<file path="src/rtl/divider_unit.sv">
// Iterative 32-bit integer divider (DIV/DIVU/REM/REMU) for the execute stage.
// Restoring radix-2, one quotient bit per cycle; divide-by-zero and signed overflow resolve in one cycle.
module divider_unit (
  input  logic        clk,
  input  logic        resetn,
  input  logic        div_valid,
  input  logic [1:0]  DIVop,
  input  logic [31:0] dividend,
  input  logic [31:0] divisor,
  output logic        div_ready,
  output logic [31:0] div_result
);

  localparam int DATA_W       = 32;
  localparam int DIV_OP_WIDTH = 2;

  typedef enum logic [1:0] {
    IDLE = 2'd0,
    CALC = 2'd1,
    DONE = 2'd2
  } state_t;

  state_t                  state_q, state_d;
  logic [DIV_OP_WIDTH-1:0] op_q, op_d;
  logic                    sa_q, sa_d;
  logic                    sb_q, sb_d;
  logic [DATA_W-1:0]       dvs_q, dvs_d;
  logic [DATA_W-1:0]       quo_q, quo_d;
  logic [DATA_W:0]         rem_q, rem_d;
  logic [4:0]              cnt_q, cnt_d;
  logic                    ready_q, ready_d;
  logic [DATA_W-1:0]       result_q, result_d;

  logic signed [DATA_W-1:0] dvd_s, dvs_s;
  logic                     signed_op, div_zero, sgn_ovf;
  logic [DATA_W:0]          rem_shift, rem_sub, iter_rem;
  logic [DATA_W-1:0]        iter_quo, quo_fin, rem_fin;
  logic                     ge;

  function automatic logic [DATA_W-1:0] neg_if(input logic [DATA_W-1:0] v, input logic neg);
    return neg ? (~v + 32'd1) : v;
  endfunction

  // 0x80000000 negates to itself, which read as unsigned is the correct magnitude.
  function automatic logic [DATA_W-1:0] magnitude(input logic signed [DATA_W-1:0] v,
                                                  input logic is_signed);
    logic [DATA_W-1:0] u;
    u = v;
    return (is_signed && (v < 0)) ? (~u + 32'd1) : u;
  endfunction

  always_comb begin
    state_d  = state_q;
    op_d     = op_q;
    sa_d     = sa_q;
    sb_d     = sb_q;
    dvs_d    = dvs_q;
    quo_d    = quo_q;
    rem_d    = rem_q;
    cnt_d    = cnt_q;
    ready_d  = ready_q;
    result_d = result_q;

    dvd_s     = dividend;
    dvs_s     = divisor;
    signed_op = ~DIVop[0];
    div_zero  = (divisor == 32'd0);
    sgn_ovf   = signed_op && (dividend == 32'h8000_0000) && (divisor == 32'hFFFF_FFFF);

    // Shift in the next dividend bit and trial-subtract; rem_q[32] set would mean the value exceeds any divisor.
    rem_shift = {rem_q[DATA_W-1:0], quo_q[DATA_W-1]};
    ge        = rem_q[DATA_W] | (rem_shift >= {1'b0, dvs_q});
    rem_sub   = rem_shift - {1'b0, dvs_q};
    iter_rem  = ge ? rem_sub : rem_shift;
    iter_quo  = {quo_q[DATA_W-2:0], ge};
    quo_fin   = neg_if(iter_quo, ~op_q[0] & (sa_q ^ sb_q));
    rem_fin   = neg_if(iter_rem[DATA_W-1:0], ~op_q[0] & sa_q);

    case (state_q)
      IDLE: begin
        ready_d = 1'b0;
        if (div_valid) begin
          op_d  = DIVop;
          sa_d  = signed_op & (dvd_s < 0);
          sb_d  = signed_op & (dvs_s < 0);
          dvs_d = magnitude(dvs_s, signed_op);
          quo_d = magnitude(dvd_s, signed_op);
          rem_d = '0;
          cnt_d = '0;
          if (div_zero) begin
            result_d = DIVop[1] ? dividend : 32'hFFFF_FFFF;
            ready_d  = 1'b1;
            state_d  = DONE;
          end else if (sgn_ovf) begin
            result_d = DIVop[1] ? 32'h0000_0000 : 32'h8000_0000;
            ready_d  = 1'b1;
            state_d  = DONE;
          end else begin
            state_d = CALC;
          end
        end
      end
      CALC: begin
        rem_d = iter_rem;
        quo_d = iter_quo;
        cnt_d = cnt_q + 5'd1;
        if (cnt_q == 5'd31) begin
          result_d = op_q[1] ? rem_fin : quo_fin;
          ready_d  = 1'b1;
          state_d  = DONE;
        end
      end
      DONE: begin
        ready_d = 1'b0;
        state_d = IDLE;
      end
      default: begin
        ready_d = 1'b0;
        state_d = IDLE;
      end
    endcase
  end

  always_ff @(posedge clk or negedge resetn) begin
    if (!resetn) begin
      state_q  <= IDLE;
      op_q     <= '0;
      sa_q     <= 1'b0;
      sb_q     <= 1'b0;
      dvs_q    <= '0;
      quo_q    <= '0;
      rem_q    <= '0;
      cnt_q    <= '0;
      ready_q  <= 1'b0;
      result_q <= '0;
    end else begin
      state_q  <= state_d;
      op_q     <= op_d;
      sa_q     <= sa_d;
      sb_q     <= sb_d;
      dvs_q    <= dvs_d;
      quo_q    <= quo_d;
      rem_q    <= rem_d;
      cnt_q    <= cnt_d;
      ready_q  <= ready_d;
      result_q <= result_d;
    end
  end

  assign div_ready  = ready_q;
  assign div_result = result_q;

endmodule
</file>
<file path="config.mk">
export PLATFORM = sky130hd
export DESIGN_NAME = divider_unit
export DESIGN_NICKNAME = d
export VERILOG_FILES = /design/src/rtl/divider_unit.sv
export SDC_FILE = /design/constraint.sdc
export NUM_CORES = 1
export LEC_CHECK = 0
export BUFFER_PORTS_ARGS = -buffer_cell sky130_fd_sc_hd__buf_4
export CORE_MARGIN = 2
export CORE_UTILIZATION = 45
export CTS_BUF_LIST = sky130_fd_sc_hd__clkbuf_4 sky130_fd_sc_hd__clkbuf_8
export DETAILED_ROUTE_END_ITERATION = 6
export PLACE_DENSITY = 0.75
export SLEW_MARGIN = 10
export SYNTH_ARGS = -nofsm -noshare
export SYNTH_HDL_FRONTEND = slang
export SYNTH_SLANG_ARGS = --single-unit
</file>
<file path="constraint.sdc">
create_clock -name clk -period 9.05 [get_ports clk]
set_input_delay 1.81 -clock clk [delete_from_list [all_inputs] [get_ports clk]]
set_output_delay 1.81 -clock clk [all_outputs]
set_load 0.01 [all_outputs]
</file>
==> flow_summary.toml, run 1 <==
[critical_path]
crit_slowest_cell = "or3b_1"
cp.required_ns = 9.41
cp_num_cells = 17
rr_worst_depth = 17
end_kind = "flop"
cp_num_buf_inv = 1
critPathTopFamily = "compound AO/OA/AOI/OAI gates"
path_common_cell = "ha_1"
critical_path.max_fanout = 54
crit_type = "flop to flop"
cp_data_arrival_time_ns = 5.88
cp-start-kind = "flop"
reg2reg_to = "div_result[24]$_DFFE_PN0P_"
cpPeakStageDelay_ns = 0.47
path_cells = "ha_1 -> a21oi_1 -> nand2_1 -> o31ai_4 -> o22a_1 -> nand2_4 -> inv_4 -> mux2i_1 -> ha_1 -> nand4b_1 -> nor4_2 -> a22oi_1 -> or3b_1 -> nor3b_2 -> a31oi_1 -> xnor2_1 -> a221o_1"
reg2reg_from = "rem_q[7]$_DFFE_PN0P_"
reg2reg_slack_ns = 3.53

[synthesis]
synth_edf_count = 0
syn_area_um2 = 11500
synthArstFlopShare_pct = 100
yosysWarningCount = 0
seq_area_frac_synth_pct = 30.6
netlist_instances = 1487
ys.flop_type = "dfrtp_1"
synth_area_per_cell_um2 = 7.74
ys_ff_latch = 141
ys_types = 85
syn_nets = 1596

[min_path]
worstHoldEndpoint = "dvs_q[17]$_DFFE_PN0P_"
holdCritStartpoint = "dvs_q[17]$_DFFE_PN0P_"
holdPathStages = 2
hold_class = "flop to flop"

[clocking]
post-cts-setup-buffers = 0
postCtsHoldBufs = 0
cts_tree = "built"
cts_buffer_depth = 2
clock_latency_ns = 0.48
cts-root-buf = "clkbuf_8"
path_clk_slew_ns = 0.08
cts_resized = 0
cts_max_level = 4
clock-sinks = 141
cts_buffers = 17

[sta]
fmax_mhz = 181
setup-tns-final_ns = 0
slew_viol_final = 0
period_share_pct = 61.0
hold_viol = 0
fin_skew_ns = 0.0192
finalSetupViolations = 0
rsz0062_at_grt = "false"
whs_ns = 0.481
worstMarginPinSlew_ns = 1.16
slew_headroom_pct = 22.1
post-route-min-period_ns = 5.52

[floorplan]
ios = 102
die_w_um = 164
initial_utilization_pct = 45.7
rows = 58
die_y_um = 164
coreArea_um2 = 25200
dieArea_um2 = 26900

[routing]
first_pass_iters = 5
wl_per_cell_um = 19.5
wl_mm = 36.6
drt-initial-drc-count = 1274
vias = 11500
viasPerCell = 6.13
detail-route-antenna-nets = 0
drc = 0

[run]
maxCapViolations = 0

[cells_and_area]
ff_latch_area_um2 = 3530
drive_gt1_share_pct = 11.2
diodes = 0
final_common_cell = "nand2_1"
syn_to_final_growth_pct = 11.6
nNetsFinal = 1643
multiInputGateArea_um2 = 7350
final_area_um2 = 12900
layout_common_cells = "nand2_1, o21ai_0, dfrtp_1"
fill_cells = 2417

[placed_design]
dpl-instance-area_um2 = 12400
gp_congestion = 0.934
port_buffers = 101
hpwl_mm = 27.9

[grt]
grt_max_degree = 80
grt_pass1_wl_mm = 58.6
overflow = 0
antenna_found_initial = 1
grt_usage_pct = 27.7
grt_pass1_vias = 10700

[run_status]
status = "completed"
==> state kept, by name (all words and copies together) (netlist names) <==
signal and count:
rem_q 33, div_result 32, dvs_q 32, quo_q 32, cnt_q 5, op_q 2, state_q 2, div_ready 1
sa_q 1, sb_q 1
==> cell usage after synthesis (all sizes together), types with 18 or more instances <==
| library cell | number | share of area [%] |
|---|---|---|
| nand3 | 18 | 0.83 |
| nand2 | 193 | 6.4 |
| xnor2 | 92 | 7.0 |
| mux2i | 23 | 2.0 |
| xor2 | 52 | 4.0 |
| a21oi | 119 | 5.2 |
| nor3 | 44 | 2.1 |
| buf | 25 | 1.2 |
| nand4 | 18 | 0.98 |
| a22oi | 27 | 1.8 |
| a31oi | 24 | 1.3 |
| inv | 73 | 2.4 |
| clkbuf | 58 | 1.9 |
| dfrtp | 141 | 31 |
| o21ai | 186 | 8.1 |
| ha | 39 | 4.2 |
| nor2 | 121 | 4.0 |
==> worst max path at each step <==
stage,start,endpoint,slack [ns]
after global routing,rem_q[7]$_DFFE_PN0P_,div_result[24]$_DFFE_PN0P_,3.11
after global placement,divisor[0],div_result[28]$_DFFE_PN0P_,3.51
after floorplan,rem_q[10]$_DFFE_PN0P_,div_result[24]$_DFFE_PN0P_,4.32
final,rem_q[7]$_DFFE_PN0P_,div_result[24]$_DFFE_PN0P_,3.53
after detailed placement,divisor[0],div_result[28]$_DFFE_PN0P_,3.44
after CTS,rem_q[7]$_DFFE_PN0P_,div_result[24]$_DFFE_PN0P_,3.60
==> worst min-delay path: stages, from the launching register on <==
cell     delay, ns
dfrtp_1       0.35
nand2_1       0.04
o21ai_0       0.06
==> per-stage QoR <==
stage,instances,worst slack (ns),utilization (%)
after floorplan,1487,4.32,-
after global placement,1845,3.51,49.3
after detailed placement,1845,3.44,49.3
after CTS,1877,3.60,51.1
after global routing,1877,3.11,51.1
final,1877,3.53,51.1
==> cells by family (layout without fill, tap and decap cells) <==
| kind of cell | count (synthesis) | after routing | share of synthesized area (%) |
|---|---|---|---|
| xor gates and xnor gates | 144 | 144 | 11.0 |
| AOI/OAI and AO/OA | 489 | 489 | 25.9 |
| and+or+nand+nor | 491 | 491 | 20.4 |
| buffers and inverters | 158 | 218 | 5.57 |
| DFF | 141 | 141 | 30.6 |
| adders and majority gates | 40 | 40 | 4.41 |
| muxes | 24 | 24 | 2.10 |
==> layer usage <==
layer / global-route usage (%) / share of wire [%] / routed length, µm
met2: 43.9 / 46 / 16900
met1: 38.8 / 44 / 16100
met3: 4.57 / 7.3 / 2660
met5: 0 / 0.030 / 11
met4: 8.65 / 2.6 / 949
==> area by class of cell <==
class	count	area share, %
multi-input cells	1188	57.2
flip-flops and latches	141	27.4
repair buffers	111	6.51
well taps	330	3.21
inverters	75	2.22
clock buffers	19	2.03
clock inverters	13	1.39
Power of run 1 is not shown: default switching activity piles up to over one toggle a cycle in this logic, so the estimate is an artifact.
==> run 2: changes to the inputs <==
--- a/config.mk
+++ b/config.mk
@@ -10,7 +10,7 @@
 export CORE_UTILIZATION = 45
 export CTS_BUF_LIST = sky130_fd_sc_hd__clkbuf_4 sky130_fd_sc_hd__clkbuf_8
 export DETAILED_ROUTE_END_ITERATION = 6
-export PLACE_DENSITY = 0.75
+export PLACE_DENSITY = 0.77
 export SLEW_MARGIN = 10
 export SYNTH_ARGS = -nofsm -noshare
 export SYNTH_HDL_FRONTEND = slang
==> constraint.sdc (replaced) <==
create_clock -name clk -period 4.45 [get_ports clk]
set_input_delay 0.89 -clock clk [delete_from_list [all_inputs] [get_ports clk]]
set_output_delay 0.89 -clock clk [all_outputs]
set_load 0.01 [all_outputs]
==> run 2 against run 1 <==
Non-clock buffer count is 68 higher. Flip-flop and latch count unchanged. Register-to-register slack worse by 3.4 ns. Critical path depth increased by 1. Setup slack got worse by 3.4 ns. Worst hold slack lost 0.044 ns. Die area unchanged. Final cell count rose by 3.7%. Utilization rose by 3.1 points. Cell area is 6.1% higher. Global-route usage grew 1.5 points. Critical path type unchanged. Critical endpoint unchanged. Highest routed layer is now met4.
==> flow_summary.toml, run 2 (synthesized netlist as in run 1, its figures left out) <==
[grt]
grt_pass1_vias = 11200
overflow = 0
grt_max_degree = 75
grt_pass1_wl_mm = 61.1
grt_usage_pct = 29.2
antenna_found_initial = 1

[floorplan]
die_y_um = 164
initial_utilization_pct = 45.7
die_w_um = 164
ios = 102
coreArea_um2 = 25200
dieArea_um2 = 26900
rows = 58

[sta]
setup-tns-final_ns = 0
slew_viol_final = 0
rsz0062_at_grt = "true"
whs_ns = 0.437
worstMarginPinSlew_ns = 1.17
fmax_mhz = 229
post-route-min-period_ns = 4.37
fin_skew_ns = 0.0225
finalSetupViolations = 0
hold_viol = 0
slew_headroom_pct = 21.6
period_share_pct = 98.1

[clocking]
path_clk_slew_ns = 0.09
clock_latency_ns = 0.49
cts-root-buf = "clkbuf_8"
cts_max_level = 4
clock-sinks = 141
cts_buffer_depth = 2
cts_buffers = 17
cts_tree = "built"

[routing]
vias = 12000
detail-route-antenna-nets = 0
drc = 0
wl_per_cell_um = 20.2
first_pass_iters = 6
drt-initial-drc-count = 1377
wl_mm = 39.4
viasPerCell = 6.16

[critical_path]
cp-start-kind = "flop"
end_kind = "flop"
critical_path.max_fanout = 4
rr_worst_depth = 18
crit_type = "flop to flop"
cp_data_arrival_time_ns = 4.73
cp.required_ns = 4.82

[cells_and_area]
drive_gt1_share_pct = 17.7
fill_cells = 2380
ff_latch_area_um2 = 3530
syn_to_final_growth_pct = 18.5
largest_register_ffs = 33
multiInputGateArea_um2 = 7670
regMostFlops = "rem_q"
layout_common_cells = "nand2_1, buf_4, o21ai_0"
finalNonFillerCells = 1946
fin_util_pct = 54.2
final_common_cell = "nand2_1"
nNetsFinal = 1711

[run]
maxCapViolations = 0

[min_path]
hold_class = "input port to async pin"

[placed_design]
hpwl_mm = 29.6
port_buffers = 101
gp_congestion = 0.989
dp_cells = 1900

[run_status]
status = "completed"
[run 2: changes by cell type in the layout (fill, tap and decap cells not counted), moves of 4 or more]
cell | before | now
ha_4 | 0 | 12
a21oi_1 | 118 | 114
ha_2 | 0 | 8
ha_1 | 39 | 19
buf_4 | 110 | 177
[run 2: layout make-up]
class	instances	area share, %
well taps	330	3.03
multi-input cells	1188	56.2
repair buffers	179	9.97
clock inverters	15	1.10
inverters	75	2.09
flip-flops and latches	141	25.9
diodes	1	0.0183
clock buffers	17	1.72
[run 2: worst paths after layout]
path                            slack (ns)                  start                          to
worst max register to register        0.08   dvs_q[5]$_DFFE_PN0P_  div_result[24]$_DFFE_PN0P_
worst min register to register        0.49  dvs_q[12]$_DFFE_PN0P_       dvs_q[12]$_DFFE_PN0P_
worst min-delay path                  0.44                 resetn       dvs_q[15]$_DFFE_PN0P_
max in group asynchronous             2.95                 resetn       rem_q[28]$_DFFE_PN0P_
min in group clk                      0.49  dvs_q[12]$_DFFE_PN0P_       dvs_q[12]$_DFFE_PN0P_
worst max-delay path                  0.08   dvs_q[5]$_DFFE_PN0P_  div_result[24]$_DFFE_PN0P_
[run 2: what timing repair did]
action,in CTS,in global routing
resized for setup,1,57
hold buffers,0,0
endpoints found under the setup margin,1,10
pin swaps,0,16
buffers inserted,0,13
[run 2: per-stage QoR]
step / instance area (µm²) / worst slack, ns
floorplan: 11500 / 0.00431
global placement: 12900 / 0.136
detailed placement: 12900 / 0.0452
CTS: 13200 / 0.00501
global route: 13600 / -0.152
finish: 13600 / 0.0848
[run 2: worst max-delay path: stages, from the launching register on]
cell	delay (ns)
dfrtp_1	0.36
inv_1	0.10
ha_1	0.27
a21oi_4	0.21
nand2_2	0.09
o31ai_4	0.31
o22a_1	0.26
nand2_4	0.10
inv_4	0.08
mux2i_4	0.24
ha_2	0.24
nand4b_1	0.19
nor4_4	0.39
a22oi_2	0.12
or3b_4	0.45
nor3b_4	0.19
a31oi_1	0.12
xnor2_1	0.17
a221o_1	0.36
[run 2: per-layer routing]
layer	share of wire [%]	GRT usage [%]	wire length, µm	up-vias
met5	0	0	0	-
met4	3.1	10.7	1220	0
met3	8.3	5.23	3280	97
met2	46	46.0	18000	571
met1	43	40.2	16900	5804
li1	-	-	-	5524
Power of run 2 is left out for the same reason.
